--- config.mk ---
export PLATFORM = sky130hd
export DESIGN_NAME = peripheral_uart_rx_frame
export DESIGN_NICKNAME = d
export VERILOG_FILES = /design/src/rtl/peripheral_uart_rx_frame.sv
export SDC_FILE = /design/constraint.sdc
export NUM_CORES = 1
export LEC_CHECK = 0
export CORE_MARGIN = 5
export CORE_UTILIZATION = 30
export DETAILED_ROUTE_END_ITERATION = 12
export GPL_TIMING_DRIVEN = 1
export MAX_ROUTING_LAYER = met4
export PLACE_DENSITY_LB_ADDON = 0.05
export SETUP_SLACK_MARGIN = 0.15
export SYNTH_ARGS = -nofsm -noshare
export SYNTH_HDL_FRONTEND = slang
export SYNTH_SLANG_ARGS = --single-unit
--- constraint.sdc ---
create_clock -name clk -period 5.3 [get_ports clk]
set_input_delay 1.06 -clock clk [delete_from_list [all_inputs] [get_ports clk]]
set_output_delay 1.06 -clock clk [all_outputs]
set_load 0.05 [all_outputs]
--- src/rtl/peripheral_uart_rx_frame.sv ---
// ---------------------------------------------------------------------------
// peripheral_uart_rx_frame
//   UART receive framer fed by an already-synchronized RX line. The line is
//   oversampled 16x. The start bit is validated at mid-bit. DATA_W data bits
//   are shifted in LSB first, and the stop bit is checked. Each received byte
//   goes into a one-entry valid/ready holding register.
//
//   Optional feature macro: PERIPHERAL_UART_RX_PARITY_EN
//     defined   : a parity bit follows the data bits and is checked against
//                 XOR(data)^parity_odd. The result is reported on parity_err.
//     undefined : the frame is start + DATA_W + stop, and parity_err is 0.
//
//   Handshake: a byte transfers to the consumer on any rising clk edge where
//   rx_valid and rx_ready are both high. rx_valid stays high, and rx_data,
//   frame_err and parity_err stay stable, until that transfer happens. The
//   holding register can be reloaded in the same cycle as a transfer.
//
//   dbg_state exposes the receive FSM state so that checkers can observe it.
//   The encoding is 0 idle, 1 start, 2 data, 3 parity, 4 stop.
// ---------------------------------------------------------------------------
module peripheral_uart_rx_frame #(
  parameter int DIV_W  = 16,
  parameter int DATA_W = 8
) (
  input  logic              clk,
  input  logic              rst,
  input  logic              rx_sync,
  input  logic              rx_en,
  input  logic [DIV_W-1:0]  baud_div,
  input  logic              parity_odd,
  input  logic              rx_ready,
  output logic [DATA_W-1:0] rx_data,
  output logic              rx_valid,
  output logic              frame_err,
  output logic              parity_err,
  output logic              overrun,
  output logic              rx_busy,
  output logic [2:0]        dbg_state
);

  localparam int BCW = $clog2(DATA_W);

  typedef enum logic [2:0] {
    S_IDLE   = 3'd0,
    S_START  = 3'd1,
    S_DATA   = 3'd2,
    S_PARITY = 3'd3,
    S_STOP   = 3'd4
  } state_t;

  state_t            state;
  logic [DIV_W-1:0]  presc;
  logic [DIV_W-1:0]  div_m1;
  logic [3:0]        os_cnt;
  logic [BCW-1:0]    bit_cnt;
  logic [DATA_W-1:0] shreg;
  logic              rx_prev;
  logic              tick;
  logic              sample;

`ifdef PERIPHERAL_UART_RX_PARITY_EN
  logic              par_pend;
`else
  logic              unused_parity_odd;
  assign unused_parity_odd = parity_odd;
  assign parity_err        = 1'b0;
`endif

  // A baud_div of 0 behaves like 1. The '>=' comparison lets a divisor that
  // is lowered mid-count wrap at the next opportunity instead of running
  // round the whole counter.
  assign div_m1 = (baud_div == '0) ? '0 : baud_div - DIV_W'(1);
  assign tick   = (state != S_IDLE) && (presc >= div_m1);
  assign sample = tick && (os_cnt == 4'd7);

  assign rx_busy   = (state != S_IDLE);
  assign dbg_state = state;

  // Receive FSM, oversampling counters, shifter and holding register
  always_ff @(posedge clk) begin
    if (rst) begin
      state      <= S_IDLE;
      presc      <= '0;
      os_cnt     <= '0;
      bit_cnt    <= '0;
      shreg      <= '0;
      rx_prev    <= 1'b0;
      rx_data    <= '0;
      rx_valid   <= 1'b0;
      frame_err  <= 1'b0;
      overrun    <= 1'b0;
`ifdef PERIPHERAL_UART_RX_PARITY_EN
      par_pend   <= 1'b0;
      parity_err <= 1'b0;
`endif
    end else begin
      rx_prev <= rx_sync;
      overrun <= 1'b0;

      // The consumer drains the holding register. A commit later in this
      // block overrides this.
      if (rx_valid && rx_ready) begin
        rx_valid <= 1'b0;
      end

      if (state != S_IDLE) begin
        if (tick) begin
          presc  <= '0;
          os_cnt <= os_cnt + 4'd1;
        end else begin
          presc  <= presc + DIV_W'(1);
        end
      end

      if (!rx_en) begin
        // Disabling the receiver abandons any partial frame.
        state  <= S_IDLE;
        presc  <= '0;
        os_cnt <= '0;
      end else begin
        case (state)
          S_IDLE: begin
            // A start is a falling edge. rx_prev resets to 0, so a line that
            // is held low through reset does not count as a start.
            if (rx_prev && !rx_sync) begin
              state   <= S_START;
              presc   <= '0;
              os_cnt  <= '0;
              bit_cnt <= '0;
`ifdef PERIPHERAL_UART_RX_PARITY_EN
              par_pend <= 1'b0;
`endif
            end
          end
          S_START: begin
            if (sample) begin
              // If the line is high again at mid-bit, this was a glitch.
              state <= rx_sync ? S_IDLE : S_DATA;
            end
          end
          S_DATA: begin
            if (sample) begin
              shreg   <= {rx_sync, shreg[DATA_W-1:1]};
              bit_cnt <= bit_cnt + BCW'(1);
              if (bit_cnt == BCW'(DATA_W - 1)) begin
`ifdef PERIPHERAL_UART_RX_PARITY_EN
                state <= S_PARITY;
`else
                state <= S_STOP;
`endif
              end
            end
          end
`ifdef PERIPHERAL_UART_RX_PARITY_EN
          S_PARITY: begin
            if (sample) begin
              par_pend <= (rx_sync != (^shreg ^ parity_odd));
              state    <= S_STOP;
            end
          end
`endif
          S_STOP: begin
            if (sample) begin
              state <= S_IDLE;
              // A byte is committed even when its stop bit is bad. It is
              // dropped only if the previous byte is still unconsumed.
              if (!rx_valid || rx_ready) begin
                rx_data   <= shreg;
                frame_err <= ~rx_sync;
                rx_valid  <= 1'b1;
`ifdef PERIPHERAL_UART_RX_PARITY_EN
                parity_err <= par_pend;
`endif
              end else begin
                overrun <= 1'b1;
              end
            end
          end
          default: state <= S_IDLE;
        endcase
      end
    end
  end

endmodule

==> metrics.md <==
| Metric | Value |
|---|---|
| Status | `finished, final reports clean` |
| Reg-to-reg endpoint | `frame_err$_SDFFE_PP0P_` |
| First-pass GRT wire length | `between 10000 and 15000 µm` |
| Max Clk Rate | `~210 MHz` |
| First drt pass iteration count | `4` |
| Pwr dens | `around 200 mW/mm²` |
| Residual DRC | `0` |
| Max_cap viols | `0` |
| Clk pwr share | `about two fifths` |
| Detail Placement HPWL | `4660 µm` |
| Root buf cell | `clkbuf_8` |
| Share of cells above drive strength 1 | `approximately 9.0%` |
| Setup Total Neg Slack | `0 ns` |
| Final Hold Fails | `0` |
| RR Startpoint | `presc[0]$_SDFF_PP0_` |
| CTS tree | `built` |
| Row count | `35` |
| Vias per cell | `around 4.8` |
| P_sw | `0.000157 W` |
| Main synth FF type | `dfxtp_1` |
| Die outline width | `between 100 and 150 µm` |
| Routability Congestion | `0.796` |
| FF+latch count, synth | `46` |
| Logic gate share of total power | `a little under a tenth` |
| Ys Warns | `0` |
| Core Box Area | `just over 0.009 mm²` |
| Fin nets | `between 300 and 400` |
| Die area | `about 0.011 mm²` |
| Largest family of logic cells by synthesized area | `simple AND/OR/NAND/NOR gates` |
| Metal3 WL | `roughly 250 µm` |
| Clock Path Buffers | `2` |
| Number of global-route vias before repair | `between 2000 and 2500` |
| Placed cells | `459` |
| Highest metal used | `met4` |
| Share of power burned in registers | `~51%` |
| Mapped Avg Cell Area | `just under 9 µm²` |
| Peak VDD IR | `88.2 µV` |
| Wl on met1 | `approximately 3100 µm` |
| Post-synthesis adder-cell area fraction | `9.95%` |
| Die H | `~110 µm` |
| Internal power | `0.000517 W` |
| R2R setup slack | `~2.8 ns` |
| Synth Area in Compound Gates | `under 10%` |
| Synthesized area | `between 0.002 and 0.003 mm²` |
| Clock sinks | `between 40 and 50` |
| Design area | `between 0.003 and 0.004 mm²` |
| Skew-Pair Late Insertion Delay | `0.30 ns` |
| Initial Util | `30.4%` |
| Worst EP arrival | `4.95 ns` |
| Path category of the worst min-delay check | `flop to flop` |
| Antenna cells | `0` |
| CP endpoint kind | `flop` |
| Worst Hold Path EP | `rx_data[0]$_SDFFE_PP0P_` |
| Post-synth EDFFs | `0` |
| Non-Filler Instances | `467` |
| Pins Over Slew Limit | `0` |
| Final setup violation count | `0` |
| Post-Synth XOR/XNOR Area | `under 10%` |
| Initial antenna violation count | `0` |
| CP required | `5.53 ns` |
| Routed length on met2 | `about 2800 µm` |
| Routed wire length | `6210 µm` |
| Pwr Total | `approximately 0.00067 W` |
| CP Launch Type | `primary input` |
| Total gr overflow | `0` |
| Hold_sp | `rx_data[0]$_SDFFE_PP0P_` |
| Cells on worst reg2reg path | `8` |
| Worst clock skew | `about 0.0084 ns` |
| H-tree levels | `2` |
| Slew margin rel. | `approximately 48%` |
| Tcrit/Tclk final | `approximately nine tenths` |
| Slew of the pin with the lowest slew margin | `0.760 ns` |
| Largest net degree at the start of global routing | `25` |
| Post-layout minimum cycle time | `4.71 ns` |
| Synth-to-Final Area Change | `20.0%` |
| Port bufs | `35` |
| Post-cts repair resize count | `0` |
| Via count | `2227` |
| Final core occ | `between 30% and 40%` |
| Synthesized Nets | `around 360` |
| 1st-iter DRT viols | `a little under 80` |
| Io pins | `38` |
| Post-CTS setup buffers | `0` |
| Hold buffer count at cts | `0` |
| RSZ-0062 raised after global routing | `false` |
| Cell Area, Placed | `between 0.003 and 0.004 mm²` |
| Simple-gate share of the synthesized area | `28.4%` |
| Post-DRT Antenna Nets | `0` |
| Overall Global Routing Usage | `a little under an eighth` |
| Post-Synthesis Cells | `318` |
| DR WL/cell | `around 13 µm` |
| Leakage | `about 1.3 nW` |
| Clk slew on worst S/H paths | `roughly 0.090 ns` |
| Synth unique cells | `54` |
| Register area share after synthesis | `33.3%` |
| Sw Share | `23.2%` |
| CP max FO | `7` |
| CTS Buf Count | `5` |
| Mux contribution to synthesized area | `under 10%` |
| Filler Cell Count | `around 940` |
| Kind of critical path | `primary input to flop` |
| Most common cell after layout, fill and taps aside | `dfxtp_1` |
| Worst hold path stage count | `2` |
| Ys async rst share | `0%` |
| Most frequent cells in the layout | `dfxtp_1, nand2_1, clkdlybuf4s50_1` |
worst max-delay path by stage:
stage | startpoint | to | slack (ns) | cells after the start
floorplan | baud_div[11] | frame_err$_SDFFE_PP0P_ | 1.15 | 13
global placement | baud_div[9] | rx_data[0]$_SDFFE_PP0P_ | 0.25 | 14
detailed placement | baud_div[9] | rx_data[4]$_SDFFE_PP0P_ | 0.21 | 14
CTS | baud_div[9] | rx_data[4]$_SDFFE_PP0P_ | 0.53 | 14
global route | baud_div[9] | rx_data[6]$_SDFFE_PP0P_ | 0.25 | 14
finish | baud_div[9] | rx_data[4]$_SDFFE_PP0P_ | 0.59 | 14
cell type report:
class	count	area, µm²	area share, %
Clock buffer	6	72.6	2.19
Clock inverter	2	37.5	1.13
Inverter	5	18.8	0.565
Multi-Input combinational cell	256	1740	52.3
Sequential cell	46	921	27.7
Tap cell	111	139	4.18
Timing Repair Buffer	41	395	11.9
cell families (layout without fill, tap and decap cells):
group                    Yosys count  after routing
other                              1              1
flip-flops                        46             46
XOR/XNOR                          29             29
AND/OR/NAND/NOR                  152            152
adder cells (fa/ha/maj)           22             22
multiplexers                      16             16
buffers and inverters             16             54
AO/OA/AOI/OAI                     36             36
power groups by stage:
stage | Clock [W] | Sequential [W] | Combinational [W]
floorplan | 0 | 0.000355 | 0.0000342
global placement | 0 | 0.000355 | 0.0000626
detailed placement | 0 | 0.000355 | 0.0000623
CTS | 0.000276 | 0.000347 | 0.0000630
global route | 0.000291 | 0.000347 | 0.0000698
finish | 0.000265 | 0.000347 | 0.0000619
synth_stat cells, types with 7 or more instances:
cell      count  area [µm²]
dfxtp_1      46         921
nand2_1      41         154
nor2_1       33         124
ha_1         22         275
nand2b_1     21         131
xor2_1       21         184
mux2i_1      16         160
a21oi_1      10        50.1
nand3_1      10        50.1
nor3_1       10        50.1
nand4_1       8        50.1
xnor2_1       8        70.1
o21ai_0       7        35.0
critical path: stages:
cell             delay [ns]
clkdlybuf4s50_1        0.47
or4_4                  0.55
or3_4                  0.35
nor2_2                 0.14
nand3_1                0.11
xnor2_1                0.19
nand2_1                0.09
ha_1                   0.32
nand4_1                0.14
nor3_1                 0.30
a211oi_1               0.22
a21oi_2                0.37
and3_1                 0.43
mux2i_1                0.22
metrics by stage:
step / hold WS (ns) / worst slack (ns)
floorplan: 0.451 / 1.15
global placement: 0.466 / 0.255
detailed placement: 0.466 / 0.210
CTS: 0.483 / 0.528
global route: 0.503 / 0.252
finish: 0.477 / 0.587
sequential cells by signal, summed over array words and instances, names as in the netlist:
| register | flops |
|---|---|
| frame_err | 1 |
| os_cnt | 4 |
| shreg | 8 |
| overrun | 1 |
| rx_valid | 1 |
| rx_data | 8 |
| bit_cnt | 3 |
| rx_prev | 1 |
| presc | 16 |
| dbg_state | 3 |
layer usage:
layer  vias to the layer above  global-route usage (%)
met5                         -                       -
met4                         0                    2.50
met3                         5                    2.31
met2                        34                    18.9
met1                      1016                    15.3
li1                       1172                       -
(Power assumes the default switching activity.)
